## config.mk

```make
export PLATFORM = sky130hd
export DESIGN_NAME = serial_framer
export DESIGN_NICKNAME = d
export VERILOG_FILES = /design/src/rtl/serial_framer.sv
export SDC_FILE = /design/constraint.sdc
export NUM_CORES = 1
export LEC_CHECK = 0
export CORE_MARGIN = 3
export CORE_UTILIZATION = 48
export CTS_BUF_LIST = sky130_fd_sc_hd__clkbuf_4
export DETAILED_ROUTE_END_ITERATION = 10
export PLACE_DENSITY = 0.75
export SLEW_MARGIN = 5
export SYNTH_ARGS = -nofsm -noshare
export SYNTH_HDL_FRONTEND = slang
export SYNTH_SLANG_ARGS = --single-unit
```

## constraint.sdc

```tcl
create_clock -name clk -period 1.85 [get_ports clk]
set_clock_uncertainty 0.15 [all_clocks]
set_input_delay 0.2775 -clock clk [delete_from_list [all_inputs] [get_ports clk]]
set_output_delay 0.2775 -clock clk [all_outputs]
set_load 0.05 [all_outputs]
```

## src/rtl/serial_framer.sv

```systemverilog
// -----------------------------------------------------------------------------
// serial_framer
//
// Parallel-to-serial framer feeding a serial-input shift register stage.
// A WIDTH-bit word is accepted over a valid/ready handshake. It is sent on a
// single line as a frame: start bit (0), data MSB first, an optional even
// parity bit, and a stop bit (1). Each bit is held for CLKS_PER_BIT cycles.
//
// Parameters
//   WIDTH        data word width (>= 1)
//   CLKS_PER_BIT cycles each serial bit is held (>= 1)
//   PARITY_EN    1 inserts an even-parity bit after the data, 0 omits it
//
// Ports
//   clk        system clock, rising edge
//   rst        asynchronous reset, active low
//   din_data   word to transmit, captured on the handshake edge
//   din_valid  upstream has a word available
//   din_ready  framer can accept a word this cycle (IDLE or final STOP cycle)
//   dout       serial line, idles high
//   busy       a frame is in progress
//   done       one-cycle pulse in the final cycle of a frame
//
// All outputs are registered. Their next values are computed together with
// the next state, so every output already matches the state it belongs to.
// -----------------------------------------------------------------------------
module serial_framer #(
    parameter int WIDTH        = 4,
    parameter int CLKS_PER_BIT = 1,
    parameter int PARITY_EN    = 1
) (
    input  logic             clk,
    input  logic             rst,
    input  logic [WIDTH-1:0] din_data,
    input  logic             din_valid,
    output logic             din_ready,
    output logic             dout,
    output logic             busy,
    output logic             done
);

    localparam int CW = (CLKS_PER_BIT > 1) ? $clog2(CLKS_PER_BIT) : 1;
    localparam int IW = (WIDTH > 1) ? $clog2(WIDTH) : 1;

    localparam logic [CW-1:0] CNT_LAST = CW'(CLKS_PER_BIT - 1);
    localparam logic [IW-1:0] IDX_LAST = IW'(WIDTH - 1);
    // With a one-cycle bit, entering STOP also means entering its final cycle.
    localparam logic          STOP_ONE = (CLKS_PER_BIT == 1);

    typedef enum logic [2:0] {
        ST_IDLE   = 3'd0,
        ST_START  = 3'd1,
        ST_DATA   = 3'd2,
        ST_PARITY = 3'd3,
        ST_STOP   = 3'd4
    } state_t;

    // Even parity: the parity bit makes the total number of ones even.
    function automatic logic even_parity(input logic [WIDTH-1:0] word);
        return ^word;
    endfunction

    state_t           state_r;
    logic [WIDTH-1:0] shift_r;
    logic             parity_r;
    logic [CW-1:0]    cnt_r;
    logic [IW-1:0]    idx_r;
    logic             dout_r;
    logic             busy_r;
    logic             done_r;
    logic             ready_r;

    logic             cnt_last_s;
    logic [CW-1:0]    cnt_inc_s;
    logic             stop_final_next_s;
    logic             accept_s;
    logic [WIDTH-1:0] shift_shl_s;

    // Helper terms shared by the FSM.
    always_comb begin
        cnt_last_s        = (cnt_r == CNT_LAST);
        cnt_inc_s         = cnt_r + CW'(1);
        // Only consulted while not in the last cycle, so cnt_inc_s cannot wrap.
        stop_final_next_s = (cnt_inc_s == CNT_LAST);
        accept_s          = din_valid & ready_r;
        shift_shl_s       = shift_r << 1;
    end

    // Frame sequencer: state, counters, captured word and registered outputs.
    always_ff @(posedge clk or negedge rst) begin
        if (!rst) begin
            state_r  <= ST_IDLE;
            shift_r  <= '0;
            parity_r <= 1'b0;
            cnt_r    <= '0;
            idx_r    <= '0;
            dout_r   <= 1'b1;
            busy_r   <= 1'b0;
            done_r   <= 1'b0;
            ready_r  <= 1'b0;
        end else begin
            case (state_r)
                ST_IDLE: begin
                    if (accept_s) begin
                        state_r  <= ST_START;
                        shift_r  <= din_data;
                        parity_r <= even_parity(din_data);
                        cnt_r    <= '0;
                        idx_r    <= '0;
                        dout_r   <= 1'b0;
                        busy_r   <= 1'b1;
                        done_r   <= 1'b0;
                        ready_r  <= 1'b0;
                    end else begin
                        dout_r   <= 1'b1;
                        busy_r   <= 1'b0;
                        done_r   <= 1'b0;
                        ready_r  <= 1'b1;
                    end
                end

                ST_START: begin
                    busy_r  <= 1'b1;
                    done_r  <= 1'b0;
                    ready_r <= 1'b0;
                    if (cnt_last_s) begin
                        state_r <= ST_DATA;
                        cnt_r   <= '0;
                        idx_r   <= '0;
                        dout_r  <= shift_r[WIDTH-1];
                    end else begin
                        cnt_r   <= cnt_inc_s;
                        dout_r  <= 1'b0;
                    end
                end

                ST_DATA: begin
                    busy_r <= 1'b1;
                    if (cnt_last_s) begin
                        cnt_r <= '0;
                        if (idx_r == IDX_LAST) begin
                            if (PARITY_EN != 0) begin
                                state_r <= ST_PARITY;
                                dout_r  <= parity_r;
                                done_r  <= 1'b0;
                                ready_r <= 1'b0;
                            end else begin
                                state_r <= ST_STOP;
                                dout_r  <= 1'b1;
                                done_r  <= STOP_ONE;
                                ready_r <= STOP_ONE;
                            end
                        end else begin
                            // Next data bit: shift the captured word toward the MSB.
                            idx_r   <= idx_r + IW'(1);
                            shift_r <= shift_shl_s;
                            dout_r  <= shift_shl_s[WIDTH-1];
                            done_r  <= 1'b0;
                            ready_r <= 1'b0;
                        end
                    end else begin
                        cnt_r   <= cnt_inc_s;
                        dout_r  <= shift_r[WIDTH-1];
                        done_r  <= 1'b0;
                        ready_r <= 1'b0;
                    end
                end

                ST_PARITY: begin
                    busy_r <= 1'b1;
                    if (cnt_last_s) begin
                        state_r <= ST_STOP;
                        cnt_r   <= '0;
                        dout_r  <= 1'b1;
                        done_r  <= STOP_ONE;
                        ready_r <= STOP_ONE;
                    end else begin
                        cnt_r   <= cnt_inc_s;
                        dout_r  <= parity_r;
                        done_r  <= 1'b0;
                        ready_r <= 1'b0;
                    end
                end

                ST_STOP: begin
                    if (cnt_last_s) begin
                        cnt_r <= '0;
                        if (accept_s) begin
                            // Back-to-back: the next start bit follows immediately.
                            state_r  <= ST_START;
                            shift_r  <= din_data;
                            parity_r <= even_parity(din_data);
                            idx_r    <= '0;
                            dout_r   <= 1'b0;
                            busy_r   <= 1'b1;
                            done_r   <= 1'b0;
                            ready_r  <= 1'b0;
                        end else begin
                            state_r  <= ST_IDLE;
                            dout_r   <= 1'b1;
                            busy_r   <= 1'b0;
                            done_r   <= 1'b0;
                            ready_r  <= 1'b1;
                        end
                    end else begin
                        cnt_r   <= cnt_inc_s;
                        dout_r  <= 1'b1;
                        busy_r  <= 1'b1;
                        // Final STOP cycle is next: raise done and ready with it.
                        done_r  <= stop_final_next_s;
                        ready_r <= stop_final_next_s;
                    end
                end

                default: begin
                    state_r <= ST_IDLE;
                    cnt_r   <= '0;
                    idx_r   <= '0;
                    dout_r  <= 1'b1;
                    busy_r  <= 1'b0;
                    done_r  <= 1'b0;
                    ready_r <= 1'b0;
                end
            endcase
        end
    end

    assign din_ready = ready_r;
    assign dout      = dout_r;
    assign busy      = busy_r;
    assign done      = done_r;

endmodule
```

==> impl_metrics.toml <==
[outcome]
run_status = "complete, no violations"

[yosys]
synthMuxAreaShare_pct = 16.0
synth_compound_gate_area_share_pct = 11.2
synth_xor_area_share_pct = 5.04
synthesis.area_um2 = 696
synth.ff_latch_count = 14
synth.distinct_cells = 30
synth_top_cell_by_area = "sky130_fd_sc_hd__dfrtp_1"
ys.warnings.count = 0
syn_nets = 62
synth_top_cells_by_area = "sky130_fd_sc_hd__dfrtp_1 (47%), sky130_fd_sc_hd__mux2_2 (8.1%), sky130_fd_sc_hd__mux2_4 (6.5%), sky130_fd_sc_hd__dfstp_2 (3.8%), sky130_fd_sc_hd__xnor2_1 (3.8%)"
synth_cells = 54
synth_seq_area_share_pct = 50.5
post_synth.cell_area_avg_um2 = 12.9
synth_top_family_by_area = "multiplexers"
adder_cell_area_share_of_the_yosys_netlist_pct = 1.80
synth_top_cell_area_share_pct = 46.8
synth_simple_gate_area_share_pct = 12.1

[timing]
rsz0062_at_grt = "no"
final.min_clock_period_ps = 1800
setup_total_negative_slack_ps = 0
setup_viol_count_final = 0
min_period_over_period_pct = 97.2
hold_viol = 0
timing_worst_slew_pin_value_ps = 424
timing.slew.headroom_pct = 71.6
drv_slew = 0
fmax_ghz = 0.556

[critical_path]
timing.critical_path.arrival_ps = 1820
start_kind = "flip-flop"
crit_end = "shift_r[3]$_DFFE_PN0P_"
setup.reg_to_reg.worst_slack_ps = 50
crit_path_max_fanout = 4
rr_startpoint = "idx_r[0]$_DFFE_PN0P_"
r2r_cells = 4
crit_path_start = "idx_r[0]$_DFFE_PN0P_"
setup.worst_path.end_class = "flip-flop"
worst-endpoint-required_ps = 1880
critical_path.reg2reg.endpoint = "shift_r[3]$_DFFE_PN0P_"
timing_worst_setup_path_type = "flip-flop to flip-flop"

[drt]
detailedRoute.firstPassIterationCount = 2
detail_route.vias_per_cell = 5.37
finalWirelength_mm = 1.23
vias = 467
detail_route.drc_violations = 0
wl_per_cell_um = 14.2
detailedRoute.firstIterationViolations = 3
drtAntennaViolNets = 0

[cts]
clk-insertion-delay-late_ps = 280
cts_num_sinks = 14
number_of_clock_buffers_inserted_by_tritoncts = 3
cts_tree = "done"
max-clock-path-buffers = 2
post-cts-setup-buffer-count = 0
ctsHoldBuffers = 0
post_cts_repair_resize_count = 0
clock_tree.htree_level_count = 1
clk_root_buffer_cell = "sky130_fd_sc_hd__clkbuf_4"
worst_setup_hold_path_clk_slew_ps = 90

[pwr]
power.switching_fraction_pct = 38.6
p_per_area_nw_per_um2 = 1830
intPower_uw = 969
p_seq_share_pct = 34.0
power.switching_uw = 609
ir_drop_mv = 0.964
comb_power_share_pct = 54.7
leakagePower_nw = 0.400
share_clk_of_total_power_pct = 11.4

[cells_and_area]
final_layout_fill_cell_count = 109
postLayoutCellArea_um2 = 863
final_util_pct = 64.7
final_layout_size_suffix_gt1_share_pct = 34.7
area_of_combinational_cells_with_multiple_inputs_um2 = 320
area_added_between_synthesis_and_finish_pct = 24.1
most-common-layout-cells = "sky130_fd_sc_hd__dfrtp_1 (13), sky130_fd_sc_hd__buf_4 (10), sky130_fd_sc_hd__clkdlybuf4s50_1 (6)"
antenna_diode_instance_count = 0
ff_latch_area_um2 = 352
finish.net_count = 81
most_common_library_cell_in_the_layout_ignoring_fill_and_taps = "sky130_fd_sc_hd__dfrtp_1"

[min_path]
min_path_type = "primary input to async pin"

[global_routing]
maximum_number_of_pins_on_one_net_before_global_route_repair = 15
grt_first_pass_wirelength_mm = 2.26
globalRouteOverflowTotal = 0
groute.usage.overall_pct = 16.6
grt_antenna_before_repair = 0
number_of_global_route_vias_before_repair = 514

[floorplan]
die_area_um2 = 1940
boundaryPins = 11
fp.dieH_um = 44.1
floorplan.die.width_um = 44.1
placementRows = 13
fp.coreArea_um2 = 1330
starting_utilization_of_the_core_area_pct = 52.2

[place]
port-buffer-count = 10
placement.cell_area_um2 = 837
dp.final_hpwl_um = 960
gp_congestion = 0.731

[run]
maxCapViolations = 0
[metrics by stage]
stage | hold slack, ps | instances | power (mW) | setup slack [ps]
after CTS | 145 | 87 | 1.59 | 32.9
after global placement | 341 | 83 | 1.38 | 89.5
after global routing | 141 | 87 | 1.69 | 21.3
after floorplan | -168 | 54 | 1.19 | 69.5
after detailed placement | 348 | 83 | 1.41 | 43.6
final | 150 | 87 | 1.58 | 51.9
[state kept, by name, summed over array words and instances, names as in the netlist]
register and flops:
shift_r 4, state_r 3, idx_r 2, busy 1, din_ready 1, done 1, dout 1, parity_r 1
[critical path, cell delays in order (launching register included)]
cell                      delay [ps]
sky130_fd_sc_hd__dfrtp_1         400
sky130_fd_sc_hd__ha_1            220
sky130_fd_sc_hd__or3b_4          390
sky130_fd_sc_hd__a21oi_4         210
sky130_fd_sc_hd__mux2_4          320
[power by group through the flow]
stage | Combinational (mW) | Clock (mW) | Sequential (mW)
global route | 0.923 | 0.211 | 0.556
floorplan | 0.552 | 0 | 0.642
finish | 0.863 | 0.179 | 0.536
global placement | 0.847 | 0 | 0.534
detailed placement | 0.869 | 0 | 0.541
CTS | 0.870 | 0.186 | 0.534
[metal layers]
layer,vias to the layer above,part of all wire [%],track usage (%)
met3,2,3.8,6.10
met4,0,1.2,9.04
met1,229,48,21.4
li1,227,-,-
met5,-,0,0
met2,9,46,24.1
[synthesized netlist by cell type (all sizes together)]
library cell / instances
or3: 1
nor3: 1
nand2: 1
mux2i: 1
mux2: 8
nor3b: 1
a22o: 1
o22ai: 1
dfstp: 1
dfrtp: 13
a21oi: 2
buf: 2
a221o: 1
and2: 1
or3b: 1
nor2: 2
inv: 3
ha: 1
a21o: 1
xnor2: 3
nand2b: 1
nand3b: 1
and3b: 2
xor2: 1
o21bai: 1
a22oi: 1
o2bb2ai: 1
[cell families (layout without fill, tap and decap cells)]
kind of cell	after synthesis	count (layout)
fa+ha+maj	1	1
xor+xnor	4	4
buf+inv	5	23
mux	9	9
flops	14	14
simple gates	12	12
compound gates	9	9
[worst min-delay path by stage]
stage | end | slack [ps] | cells past startpoint
3_5_place_dp | idx_r[1]$_DFFE_PN0P_ | 350 | 1
4_1_cts | idx_r[1]$_DFFE_PN0P_ | 150 | 2
5_1_grt | busy$_DFF_PN0_ | 140 | 2
3_3_place_gp | idx_r[1]$_DFFE_PN0P_ | 340 | 1
2_1_floorplan | busy$_DFF_PN0_ | -170 | 0
6_report | idx_r[1]$_DFFE_PN0P_ | 150 | 2
[area by class of cell]
cell class	instances	share of cell area, %
Inverter	3	1.30
Sequential cell	14	40.7
Clock buffer	3	2.61
Clock inverter	1	0.435
Multi-Input combinational cell	35	37.1
Timing Repair Buffer	16	15.7
Tap cell	15	2.17
Power figures use the tool's default switching activity.
